==> config.mk <==
export PLATFORM = sky130hd
export DESIGN_NAME = uio_bus_arbiter
export DESIGN_NICKNAME = d
export VERILOG_FILES = /design/src/rtl/uio_bus_arbiter.sv
export SDC_FILE = /design/constraint.sdc
export NUM_CORES = 1
export LEC_CHECK = 0
export ABC_CLOCK_PERIOD_IN_PS = 5700
export CORE_UTILIZATION = 35
export DETAILED_ROUTE_END_ITERATION = 7
export DONT_BUFFER_PORTS = 1
export PLACE_DENSITY_LB_ADDON = 0.25
export SLEW_MARGIN = 10
export SYNTH_ARGS = -nofsm -noshare
export SYNTH_HDL_FRONTEND = slang
export SYNTH_SLANG_ARGS = --single-unit
export TNS_END_PERCENT = 10
==> constraint.sdc <==
create_clock -name clk -period 5.7 [get_ports clk]
set_input_delay 1.425 -clock clk [delete_from_list [all_inputs] [get_ports clk]]
set_output_delay 1.425 -clock clk [all_outputs]
set_load 0.05 [all_outputs]
==> src/rtl/uio_bus_arbiter.sv <==
// Round-robin arbiter for a shared 8-bit bidirectional pad bus. Each grant owns the
// pins for at most MAX_HOLD cycles, followed by TURN_CYC cycles with every pad released.
module uio_bus_arbiter #(
    parameter int unsigned N_REQ    = 4,
    parameter int unsigned MAX_HOLD = 8,
    parameter int unsigned TURN_CYC = 1
) (
    input  logic                 clk,
    input  logic                 rst_n,
    input  logic [N_REQ-1:0]     req,
    input  logic [N_REQ-1:0]     dir,
    input  logic [8*N_REQ-1:0]   wdata,
    input  logic [7:0]           uio_in,
    output logic [7:0]           uio_out,
    output logic [7:0]           uio_oe,
    output logic [N_REQ-1:0]     grant,
    output logic [7:0]           rdata,
    output logic [N_REQ-1:0]     rvalid,
    output logic                 busy
);

    localparam int unsigned IDX_W = (N_REQ > 1) ? $clog2(N_REQ) : 1;

    typedef enum logic [1:0] {IDLE, OWN, TURN} state_t;

    state_t             state, state_d;
    logic [IDX_W-1:0]   owner, owner_d;
    logic [IDX_W-1:0]   last, last_d;
    logic               own_dir, dir_d;
    logic [7:0]         hold, hold_d;
    logic [3:0]         turn, turn_d;

    logic [IDX_W-1:0]   win;
    logic               found;
    logic               arb;
    logic [31:0]        last_ext;
    logic [7:0]         wbyte [N_REQ];

    logic [N_REQ-1:0]   grant_d, rvalid_d;
    logic [7:0]         oe_d, out_d;

    function automatic logic [N_REQ-1:0] onehot(input logic [IDX_W-1:0] k);
        logic [N_REQ-1:0] v;
        v    = '0;
        v[k] = 1'b1;
        return v;
    endfunction

    assign last_ext = {{(32-IDX_W){1'b0}}, last};

    always_comb begin
        for (int unsigned i = 0; i < N_REQ; i++) begin
            wbyte[i] = wdata[8*i +: 8];
        end
    end

    // Search begins one past the previous winner, so a preempted owner is checked last.
    always_comb begin
        int unsigned      idx;
        logic [IDX_W-1:0] cand;
        found = 1'b0;
        win   = '0;
        idx   = 0;
        cand  = '0;
        for (int unsigned i = 0; i < N_REQ; i++) begin
            idx  = (last_ext + 32'd1 + i) % N_REQ;
            cand = IDX_W'(idx);
            if (!found && req[cand]) begin
                found = 1'b1;
                win   = cand;
            end
        end
    end

    always_comb begin
        state_d = state;
        owner_d = owner;
        last_d  = last;
        dir_d   = own_dir;
        hold_d  = hold;
        turn_d  = turn;
        arb     = 1'b0;
        unique case (state)
            IDLE: arb = 1'b1;
            OWN: begin
                if (!req[owner] || hold == 8'(MAX_HOLD)) begin
                    state_d = TURN;
                    hold_d  = '0;
                    turn_d  = 4'd1;
                end else begin
                    hold_d = hold + 8'd1;
                end
            end
            TURN: begin
                if (turn == 4'(TURN_CYC)) begin
                    state_d = IDLE;
                    turn_d  = '0;
                    arb     = 1'b1;
                end else begin
                    turn_d = turn + 4'd1;
                end
            end
            default: state_d = IDLE;
        endcase
        if (arb && found) begin
            state_d = OWN;
            owner_d = win;
            last_d  = win;
            dir_d   = dir[win];
            hold_d  = 8'd1;
        end

        // Outputs are computed from the next state so they are registered with it.
        grant_d  = '0;
        oe_d     = '0;
        out_d    = '0;
        rvalid_d = '0;
        if (state_d == OWN) begin
            grant_d = onehot(owner_d);
            if (dir_d) begin
                oe_d  = 8'hFF;
                out_d = wbyte[owner_d];
            end
        end
        if (state == OWN && state_d == OWN && !own_dir) begin
            rvalid_d = onehot(owner);
        end
    end

    always_ff @(posedge clk or negedge rst_n) begin
        if (!rst_n) begin
            state   <= IDLE;
            owner   <= '0;
            last    <= IDX_W'(N_REQ - 1);
            own_dir <= 1'b0;
            hold    <= '0;
            turn    <= '0;
            grant   <= '0;
            uio_oe  <= '0;
            uio_out <= '0;
            rdata   <= '0;
            rvalid  <= '0;
            busy    <= 1'b0;
        end else begin
            state   <= state_d;
            owner   <= owner_d;
            last    <= last_d;
            own_dir <= dir_d;
            hold    <= hold_d;
            turn    <= turn_d;
            grant   <= grant_d;
            uio_oe  <= oe_d;
            uio_out <= out_d;
            rdata   <= uio_in;
            rvalid  <= rvalid_d;
            busy    <= (state_d != IDLE);
        end
    end

endmodule

==> impl_metrics.csv <==
group,metric,value,unit
run_status,outcome,"finished, final reports clean",
worst_setup_path,worstPathRequired,5910,ps
min_path,whs_path_depth,1,
route,first_pass_iters,4,
logic_synthesis,ys_ff_latch,45,
logic_synthesis,synthesis.instances,190,
cts,cts_max_level,2,
sta,finalClockSkew,5.702,ps
worst_setup_path,critPathKind,"in2reg",
logic_synthesis,syn-cell-area,2155,um^2
worst_setup_path,crit_buf_inv,0,
floorplan,die_w,80.46,um
route,vias,1399,
worst_setup_path,reg2reg_slack,2910,ps
worst_setup_path,worstSetupEndpointType,"flop",
route,routed_wl,4388,um
placement,port-buffer-count,0,
logic_synthesis,avgSynthCellArea,11.34,um^2
min_path,hold_class,"reg2reg",
global_route,grtUsageMet2,0.2127,
cts,cts_root_buffer,"clkbuf_8",
sta,worst_pin_slew,1099,ps
worst_setup_path,reg2regPathDepth,8,
floorplan,die_h,80.46,um
min_path,hold_end,"turn[3]",
logic_synthesis,synth_cell_types,45,
logic_synthesis,synth_top_cell_by_area,"dfrtp_1",
final_layout,finalNonFillerCells,263,
route,first_iter_violations,65,
logic_synthesis,synth-async-reset-ratio,1.000,
global_route,overflow,0,
global_route,grt_start_max_net_pins,46,
logic_synthesis,synth_enable_flop_cells,0,
cts,tritoncts,"done",
floorplan,std_cell_rows,28,
cts,cts_made_buffers,5,
cts,cts_hold_buf,0,
floorplan,die-area,6474,um^2
worst_setup_path,r2r_start,"turn[1]",
sta,maxSlewHeadroom,0.2708,
cts,path_clk_slew,80,ps
cts,clk_latency,290,ps
cts,clk_path_buf_depth,2,
floorplan,start_util,0.3639,
logic_synthesis,synth_top_area_frac,0.4994,
sta,final.setup.tns,0,ps
worst_setup_path,setup.worst_path.start_class,"input port",
route,ant_nets,0,
sta,rsz0062_at_grt,"false",
route,post_drt_via_cell_ratio,5.319,
placement,hpwlAfterDp,3054,um
logic_synthesis,synthFlopType,"dfrtp_1",
worst_setup_path,worstPathMaxFanout,13,
logic_synthesis,syn_nets,244,
global_route,first_global_vias,1255,
global_route,top_usage_layer,"met2",
sta,hold_viol_final,0,
floorplan,io_pins,83,
job,max-cap-violations,0,
worst_setup_path,path_cells,"nor2_1 > a221oi_4 > nand2_4 > o22ai_4 > a22oi_1 > a21oi_1",
cts,clock-sinks,45,
global_route,antenna_found_initial,0,
final_layout,nNetsFinal,241,
worst_setup_path,critPathTopFamily,"compound AO/OA/AOI/OAI gates",
floorplan,coreArea,5921,um^2
sta,maxSlewViolCount,0,
worst_setup_path,crit_slowest_cell,"a221oi_4",
worst_setup_path,reg2reg_to,"uio_out[1]",
cts,cts_setup_buffers,0,
global_route,grt_pass1_wl,6775,um
placement,place_inst,255,
route,drc,0,
global_route,grtUsageMet1,0.2020,
final_layout,diodes,0,
logic_synthesis,synth_warnings,0,
logic_synthesis,synth-seq-area-share,0.5238,
final_layout,area_growth,5.575,%
worst_setup_path,critical-path-max-stage-delay,840,ps
pwr,power.ir.vdd_worst,0.0002524,V
sta,fmax,0.3417,GHz
min_path,holdCritStartpoint,"turn[3]",
sta,setup_viol,0,
global_route,grt_use_met3,0.04773,
sta,period_needed,2926,ps
sta,finalCritPeriodShare,0.5134,
global_route,grt_usage,0.1436,
route,routedWlPerCell,16.68,um
pwr,p_per_area,645.8,nW/um^2
final_layout,drive_gt1_frac,0.1436,
placement,place_congestion,0.7608,
cts,cts_resized,0,
pwr,p_leak,0.9787,nW
worst_setup_path,crit_arrival,3140,ps
logic_synthesis,synth.area.top_cells,"dfrtp_1 (50%), a22oi_1 (5.6%), nor2_1 (3.3%)",
[power by group]
group | switching, W | internal [W] | total (W) | leakage [nW]
Combinational | 0.000292 | 0.000203 | 0.000495 | 0.349
Sequential | 0.000344 | 0.000414 | 0.000758 | 0.575
Clock | 0.000106 | 0.000110 | 0.000216 | 0.0542
Total | 0.000742 | 0.000727 | 0.00147 | 0.979
[worst reg2reg max path, stage by stage, from the launching register on]
cell	delay [ps]
dfrtp_1	430
inv_1	70
ha_1	130
or3b_4	420
a221oi_4	860
nand2_4	160
o22ai_4	360
a22oi_1	120
a21oi_1	160
[flip-flops by register name, indices dropped and copies added (netlist names)]
register,flops
busy,1
grant,4
hold,8
last,2
own_dir,1
owner,2
rdata,8
rvalid,4
state,2
turn,4
uio_oe,1
uio_out,8
[through the flow]
step	instance area, um^2	total power [W]	util	hold slack [ps]	setup slack (ps)
after CTS	2275	0.001487	0.3842	504.0	2765
after floorplan	2155	0.001188	-	452.1	2943
after global routing	2275	0.001566	0.3842	517.8	2660
final	2275	0.001469	0.3842	492.5	2774
after detailed placement	2173	0.001266	0.3671	486.0	2446
after global placement	2173	0.001261	0.3671	472.9	2518
[how the worst max path moves through the flow]
stage | startpoint | slack (ps) | cells past startpoint | endpoint
final | req[3] | 2770 | 6 | uio_out[1]
after global routing | req[3] | 2660 | 6 | uio_out[7]
after CTS | req[3] | 2770 | 6 | uio_out[1]
after detailed placement | req[3] | 2450 | 6 | uio_out[1]
after global placement | req[3] | 2520 | 6 | uio_out[0]
after floorplan | req[2] | 2940 | 6 | uio_out[0]
[cells by family after synthesis]
kind of cell,share of synthesized area
simple gates,0.1574
xor+xnor,0.02439
compound gates,0.1969
flops,0.5238
fa+ha+maj,0.02323
mux,0.02904
buf+inv,0.04529
[cell usage in the layout (no fill, tap or decap), drive strengths merged, types with 2 or more instances in the layout]
cell type	synthesis	routed
mux2i	4	4
nor2	19	19
a31oi	3	3
o21ai	6	6
nand4	3	3
nand2	19	19
nand2b	7	7
a21oi	10	10
dfstp	2	2
nor2b	2	2
o22ai	4	4
a22oi	16	16
ha	4	4
o21a	3	3
clkbuf	1	7
inv	5	5
dfrtp	43	43
and2	4	4
xor2	5	5
nand3	4	4
[metal layers]
metal  wire (um)  up-vias
met3         180        2
met4          16        0
met1        2110      685
met2        2080       48
met5           0        -
li1            -      664
[cell usage after synthesis (2+ instances only)]
master    count
dfrtp_1      43
nor2_1       19
nand2_1      18
a22oi_1      16
a21oi_1       9
buf_4         7
nand2b_1      6
o21ai_0       6
inv_1         5
xor2_1        5
ha_1          4
mux2i_1       4
nand3_1       4
and2_1        3
nand4_1       3
o21a_1        3
o22ai_4       3
a31oi_1       2
buf_6         2
dfstp_2       2
nor2b_1       2
[final cells by class]
cell class                      count  area (um^2)
Clock inverter                      1        5.005
Inverter                            5        18.77
Tap cell                           75        93.84
Fill cell                         587         3646
Sequential cell                    45         1132
Multi-Input combinational cell    130        928.4
Clock buffer                        7        96.34
Power figures use the tool's default switching activity.
